--- config.mk ---
export PLATFORM = sky130hd
export DESIGN_NAME = and_gate_rr_arbiter
export DESIGN_NICKNAME = d
export VERILOG_FILES = /design/src/rtl/and_gate_rr_arbiter.sv
export SDC_FILE = /design/constraint.sdc
export NUM_CORES = 1
export LEC_CHECK = 0
export BUFFER_PORTS_ARGS = -buffer_cell sky130_fd_sc_hd__buf_2
export CORE_MARGIN = 3
export CORE_UTILIZATION = 45
export DETAILED_ROUTE_END_ITERATION = 8
export PLACE_DENSITY = 0.76
export SLEW_MARGIN = 10
export SYNTH_ARGS = -nofsm -noshare
export SYNTH_HDL_FRONTEND = slang
export SYNTH_SLANG_ARGS = --single-unit
--- constraint.sdc ---
create_clock -name clk -period 2.4 [get_ports clk]
set_input_delay 0.12 -clock clk [delete_from_list [all_inputs] [get_ports clk]]
set_output_delay 0.12 -clock clk [all_outputs]
set_load 0.01 [all_outputs]
--- src/rtl/and_gate_rr_arbiter.sv ---
// Round-robin arbiter and sequencer for one shared AND gate.
// Requesters are granted one at a time. The operands of the granted
// requester are registered onto the gate inputs. The gate result is
// returned with a one-cycle response pulse, compared against the
// expected AND, and the completed transaction is counted.
module and_gate_rr_arbiter #(
    parameter int unsigned NREQ  = 4,
    parameter int unsigned CNT_W = 8
) (
    input  logic             clk,
    input  logic             rst_n,
    input  logic [NREQ-1:0]  req,
    input  logic [NREQ-1:0]  a_in,
    input  logic [NREQ-1:0]  b_in,
    output logic [NREQ-1:0]  gnt,
    output logic             gate_a,
    output logic             gate_b,
    input  logic             gate_y,
    output logic [NREQ-1:0]  rsp_valid,
    output logic             rsp_y,
    output logic             busy,
    output logic             mismatch_err,
    output logic [CNT_W-1:0] txn_cnt
);

    localparam int unsigned PTR_W = $clog2(NREQ);
    localparam int unsigned IDX_W = PTR_W + 1;

    typedef enum logic [1:0] {
        S_IDLE,
        S_DRIVE,
        S_RESP
    } state_t;

    state_t           r_state;
    logic [PTR_W-1:0] r_ptr;
    logic [PTR_W-1:0] r_win;
    logic [NREQ-1:0]  r_gnt;
    logic [NREQ-1:0]  r_rsp_valid;
    logic             r_gate_a;
    logic             r_gate_b;
    logic             r_rsp_y;
    logic             r_mismatch;
    logic [CNT_W-1:0] r_txn_cnt;

    logic             w_found;
    logic [PTR_W-1:0] w_win;
    logic [IDX_W-1:0] w_idx;
    logic [NREQ-1:0]  w_win_oh;

    // Find the first requester at or after r_ptr, wrapping at NREQ.
    // The index is one bit wider than the pointer so ptr+i never overflows before the wrap.
    always_comb begin
        w_found = 1'b0;
        w_win   = '0;
        w_idx   = '0;
        for (int unsigned i = 0; i < NREQ; i++) begin
            w_idx = {1'b0, r_ptr} + IDX_W'(i);
            if (w_idx >= IDX_W'(NREQ)) begin
                w_idx = w_idx - IDX_W'(NREQ);
            end
            if (!w_found && req[w_idx[PTR_W-1:0]]) begin
                w_found = 1'b1;
                w_win   = w_idx[PTR_W-1:0];
            end
        end
    end

    // One-hot encode the current winner for the grant.
    always_comb begin
        w_win_oh        = '0;
        w_win_oh[w_win] = 1'b1;
    end

    // Transaction FSM: grant and capture operands, sample the gate, then retire.
    always_ff @(posedge clk or negedge rst_n) begin
        if (!rst_n) begin
            r_state     <= S_IDLE;
            r_ptr       <= '0;
            r_win       <= '0;
            r_gnt       <= '0;
            r_rsp_valid <= '0;
            r_gate_a    <= 1'b0;
            r_gate_b    <= 1'b0;
            r_rsp_y     <= 1'b0;
            r_mismatch  <= 1'b0;
            r_txn_cnt   <= '0;
        end else begin
            case (r_state)
                S_IDLE: begin
                    if (w_found) begin
                        r_gnt    <= w_win_oh;
                        r_win    <= w_win;
                        r_gate_a <= a_in[w_win];
                        r_gate_b <= b_in[w_win];
                        r_state  <= S_DRIVE;
                    end
                end
                S_DRIVE: begin
                    r_rsp_y     <= gate_y;
                    r_rsp_valid <= r_gnt;
                    if (gate_y != (r_gate_a & r_gate_b)) begin
                        r_mismatch <= 1'b1;
                    end
                    r_state <= S_RESP;
                end
                S_RESP: begin
                    r_gnt       <= '0;
                    r_rsp_valid <= '0;
                    r_gate_a    <= 1'b0;
                    r_gate_b    <= 1'b0;
                    r_txn_cnt   <= r_txn_cnt + 1'b1;
                    if (r_win == PTR_W'(NREQ - 1)) begin
                        r_ptr <= '0;
                    end else begin
                        r_ptr <= r_win + 1'b1;
                    end
                    r_state <= S_IDLE;
                end
                default: begin
                    r_state <= S_IDLE;
                end
            endcase
        end
    end

    // Busy flag is decoded directly from the state.
    always_comb begin
        busy = (r_state != S_IDLE);
    end

    assign gnt          = r_gnt;
    assign gate_a       = r_gate_a;
    assign gate_b       = r_gate_b;
    assign rsp_valid    = r_rsp_valid;
    assign rsp_y        = r_rsp_y;
    assign mismatch_err = r_mismatch;
    assign txn_cnt      = r_txn_cnt;

endmodule

-- Word level (Yosys, flattened, before mapping)
Cells that the tools add are included.
W data, S select, Z words.
- register bits: 26
- input port bits: 15
- output and inout bits: 21
- word-level logic and storage cells: 85
- add/sub/neg operators: 9
- magnitude comparators: 10
- equality and inequality tests: 5
- mux-type cells: 36
- bitwise gates (word level): 1
- reductions and logical operators: 14
- operators by type and width (operator ; count):
    $mux W2 ; 10
    $pmux W4 S2 ; 2
    $lt A2 B3 Y1 const B ; 5
    $mux W1 ; 13
    $bmux W1 S2 ; 6
    $ge A3 B3 Y1 const B ; 3
    $add A8 B1 Y8 const B ; 1
    $sub A2 B1 Y2 const B ; 4
    $add A2 B2 Y3 const B ; 2
    $reduce_and A2 Y1 ; 3
    $reduce_bool A2 Y1 ; 3
    $eq A2 B2 Y1 const B ; 2
    $logic_and A1 B1 Y1 ; 4
    $mux W4 ; 1
    $pmux W1 S2 ; 2
    $pmux W2 S2 ; 1
    $add A2 B1 Y3 const B ; 1
    $ge A2 B3 Y1 const B ; 1
    $logic_not A1 Y1 ; 3
    $add A2 B1 Y2 const B ; 1
    $demux W1 S2 ; 1
    $eq A2 B1 Y1 const B ; 1
    $ge A2 B1 Y1 const B ; 1
    $logic_not A2 Y1 ; 1
    3 further kinds ; 3

-- Longest topological paths before layout
- word-level depth: 20
- mapped depth: 6
- mapped depth without buffers: 6

-- Worst setup path after synthesis
OpenSTA, ideal clock, no wires.
- kind: reg2reg
- start point: register r_state[0]
- end point: register r_ptr[1]
- library setup time: 0.125 ns
- data arrival time: 1.292 ns
- required time: 2.275 ns
- path slack: 0.983 ns
- stages on the path, launching flop included: 5
- path buffers: 1
- period minus slack after synthesis: 1.417 ns
- path through: dfrtp_1 -> inv_1 -> ha_1 -> clkbuf_1 -> mux2_2
- cells in the longest elaborated chain, start to end: 1
- RTL lines (what ; line ; source):
    start, declared ; 35 ; state_t r_state;
    start signal, assigned ; 78 ; r_state <= S_IDLE;
    start signal, assigned ; 96 ; r_state <= S_DRIVE;
    start signal, assigned ; 105 ; r_state <= S_RESP;
    $eq A2 B2 Y1 ; 89 ; case (r_state)
    end signal, assigned ; 116 ; r_ptr <= r_win + 1'b1;
    end, declared ; 36 ; logic [PTR_W-1:0] r_ptr;
No other way between the ends.
A chain may end at the register's enable or synchronous reset.

-- Final worst setup path
- start point: register r_state[0]
- end point: register r_gate_a (netlist: gate_a)
- cells in the longest elaborated chain, start to end: 3
- elaborated cells on any way between the ends: 6
- classes of those cells: 2 x eq/ne; 1 x mux; 3 x reduce/logical
- RTL lines (what ; line ; source):
    $eq A2 B2 Y1 / $logic_not A2 Y1 (equally long branches) ; 89 ;
    $reduce_bool A2 Y1 (no line) / $ne A2 B2 Y1 (equally long branches) ; -- ;
    $reduce_and A2 Y1 (no line) ; -- ;
    end signal, assigned ; 94 ; r_gate_a <= a_in[w_win];
    end, declared ; 40 ; logic r_gate_a;
Several ways; a longest one is shown, not always the timed one.

==> impl_metrics.sql <==
INSERT INTO impl_metrics (metric_group, metric, value, unit) VALUES
('global_route', 'groute.usage.overall', '16.8', '%'),
('global_route', 'antenna_found_initial', '0', ''),
('drt', 'wire_per_inst', '14.0', 'um'),
('timing', 'totalNegativeSetupSlack', '0', 'ns'),
('finish', 'area_growth_from_synthesis_to_layout', '20.5', '%'),
('finish', 'design_area', '1530', 'sq um'),
('die', 'die_area', '3490', 'sq um'),
('die', 'ios', '36', ''),
('timing', 'report.final.setup_viol', '0', ''),
('global_route', 'first_global_vias', '973', ''),
('critical_path', 'setup.worst_path.end_class', 'register', ''),
('critical_path', 'worst_path_dominant_cell_family', 'compound AO/OA/AOI/OAI gates', ''),
('worst_hold_path', 'hold_path.startpoint', 'gate_y', ''),
('synth', 'synth.top_cells.by_area', 'dfrtp_1, ha_1, o21ai_0', ''),
('critical_path', 'worstSetupPathType', 'reg2reg', ''),
('pwr', 'irDropWorstVdd', '584', 'uV'),
('placement', 'portBuffers', '35', ''),
('critical_path', 'cp-start-kind', 'register', ''),
('synth', 'synth_enable_flop_cells', '0', ''),
('drt', 'detail_route.first_pass.iterations', '4', ''),
('die', 'design.core.area', '2570', 'sq um'),
('cts', 'postCtsSetupRepairBufs', '0', ''),
('placement', 'dp_cells', '182', ''),
('drt', 'vias_per_cell', '5.24', ''),
('die', 'chipHeight', '59.1', 'um'),
('critical_path', 'cpPeakStageDelay', '0.66', 'ns'),
('die', 'placementRows', '18', ''),
('cts', 'cts-resized-gates', '0', ''),
('critical_path', 'crit_chain', 'inv_1 -> ha_1 -> o21ai_0 -> nand2_1 -> o221ai_1', ''),
('status', 'run_status', 'complete, no violations', ''),
('synth', 'post_synthesis_cell_type_count', '26', ''),
('finish', 'fin_nets', '179', ''),
('drt', 'wl', '2620', 'um'),
('timing', 'timing.final.max_slew_violations', '0', ''),
('global_route', 'grt_max_degree', '27', ''),
('timing', 'timing_worst_slew_pin_value', '0.724', 'ns'),
('timing', 'period_share', '74.8', '%'),
('timing', 'finClkSkew', '0.00296', 'ns'),
('placement', 'post_placement_cell_area', '1470', 'sq um'),
('flow_run', 'drv_cap', '0', ''),
('die', 'width_of_the_die', '59.1', 'um'),
('critical_path', 'count_of_buffering_cells_on_the_critical_path_with_inverters_included', '1', ''),
('timing', 'relative_max_transition_margin', '51.2', '%'),
('drt', 'ant_nets', '0', ''),
('synth', 'synth_nets', '140', ''),
('pwr', 'cellPowerDensity', '1200', 'nW/um^2'),
('synth', 'syn-cell-area', '1270', 'sq um'),
('critical_path', 'critical-path-slowest-cell', 'o21ai_0', ''),
('cts', 'cts-root-to-sink-buffers', '2', ''),
('synth', 'synthesis.area_per_instance', '10.7', 'sq um'),
('placement', 'preCtsSetupSlack', '0.656', 'ns'),
('synth', 'yosysMostFrequentCell', 'dfrtp_1', ''),
('timing', 'rsz0062_at_grt', 'no', ''),
('cts', 'numCtsBuffers', '3', ''),
('cts', 'cts_root_buffer_type', 'clkbuf_4', ''),
('timing', 'final_hold_viol_count', '0', ''),
('finish', 'layoutNonFillerInstCount', '187', ''),
('finish', 'fillCellCount', '240', ''),
('pwr', 'leakagePower', '0.768', 'nW'),
('critical_path', 'critical_path_peak_fanout', '14', ''),
('global_route', 'grt-ovfl-total', '0', ''),
('critical_path', 'worst_r2r_startpoint', 'r_state[0]$_DFFE_PN0P_', ''),
('synth', 'synthTopCellsByCount', 'dfrtp_1, nand2_1, o21ai_0, inv_1, ha_1', ''),
('cts', 'clkSlewWorstSetupHoldPaths', '0.14', 'ns'),
('drt', 'drc_violation_total_after_the_first_tritonroute_iteration', '14', ''),
('synth', 'ys.flop_type', 'dfrtp_1', ''),
('synth', 'postSynth.asyncResetShare', '100', '%'),
('placement', 'gp_congestion', '0.816', ''),
('drt', 'remaining_design_rule_violation_count', '0', ''),
('synth', 'synth_area_leader_cell', 'dfrtp_1', ''),
('cts', 'cts_htree_levels', '1', '');
## stage by stage
step	utilization [%]	power [mW]
3_5_place_dp	57.1	1.53
6_report	59.6	1.83
2_1_floorplan	-	1.27
4_1_cts	59.6	1.85
3_3_place_gp	57.1	1.48
5_1_grt	59.6	1.98
## cell usage in the layout, fill, tap and decap left out, types with 2 or more instances in the layout
cell type / netlist / routed
nand2_1: 17 / 17
nand3b_1: 4 / 4
mux2_2: 3 / 3
buf_2: 0 / 35
nand2b_4: 2 / 2
ha_1: 6 / 6
o221ai_1: 2 / 2
xor2_1: 3 / 3
xnor2_1: 5 / 5
o21ai_0: 14 / 14
mux2i_1: 5 / 5
a21oi_1: 3 / 3
nand4_1: 2 / 2
clkbuf_4: 0 / 3
dfrtp_1: 26 / 26
o21ai_1: 2 / 2
inv_1: 11 / 11
nor2_1: 4 / 4
## kinds of logic (layout without fill, tap and decap cells)
family	count (synthesis)	in the layout	synth area share (%)
flip-flops	26	26	51.3
adder cells (fa/ha/maj)	6	6	5.92
buffers and inverters	13	51	4.44
AND/OR/NAND/NOR	32	32	13.2
XOR/XNOR	8	8	5.52
AO/OA/AOI/OAI	26	26	13.0
multiplexers	8	8	6.61
## worst paths after layout
check	slack [ns]	depth (start not counted)	end
worst max register to register	0.60	5	gate_a$_DFFE_PN0P_
min in group asynchronous	0.30	2	txn_cnt[4]$_DFFE_PN0P_
worst min register to register	0.48	1	txn_cnt[7]$_DFFE_PN0P_
worst min-delay path	0.06	2	rsp_y$_DFFE_PN0P_
max in group asynchronous	1.73	2	rsp_valid[0]$_DFFE_PN0P_
worst max-delay path	0.60	5	gate_a$_DFFE_PN0P_
## power breakdown
part	internal, mW	switching, mW
logic	0.344	0.448
registers	0.597	0.137
clock network	0.169	0.136
## area by class of cell
type,instances,area (sq um),area share (%)
clock buffers,3,22.5,1.47
clock inverters,1,30.0,1.96
inverters,11,41.3,2.70
multi-input cells,80,562,36.7
flip-flops and latches,26,651,42.6
well taps,30,37.5,2.45
repair buffers,36,185,12.1
## routing by layer
| metal | track usage, % | vias to the layer above | wire length (um) |
|---|---|---|---|
| met2 | 28.1 | 26 | 1260 |
| li1 | - | 479 | - |
| met1 | 21.2 | 470 | 1190 |
| met4 | 8.41 | 0 | 53 |
| met3 | 2.40 | 5 | 121 |
| met5 | 0 | - | 0 |
## registers in the layout, indices dropped and copies added, names as in the netlist
name / count
rsp_valid: 4
rsp_y: 1
txn_cnt: 8
gnt: 4
r_state: 2
gate_a: 1
r_ptr: 2
gate_b: 1
mismatch_err: 1
r_win: 2
No activity file was read; power rests on OpenSTA's default activity.
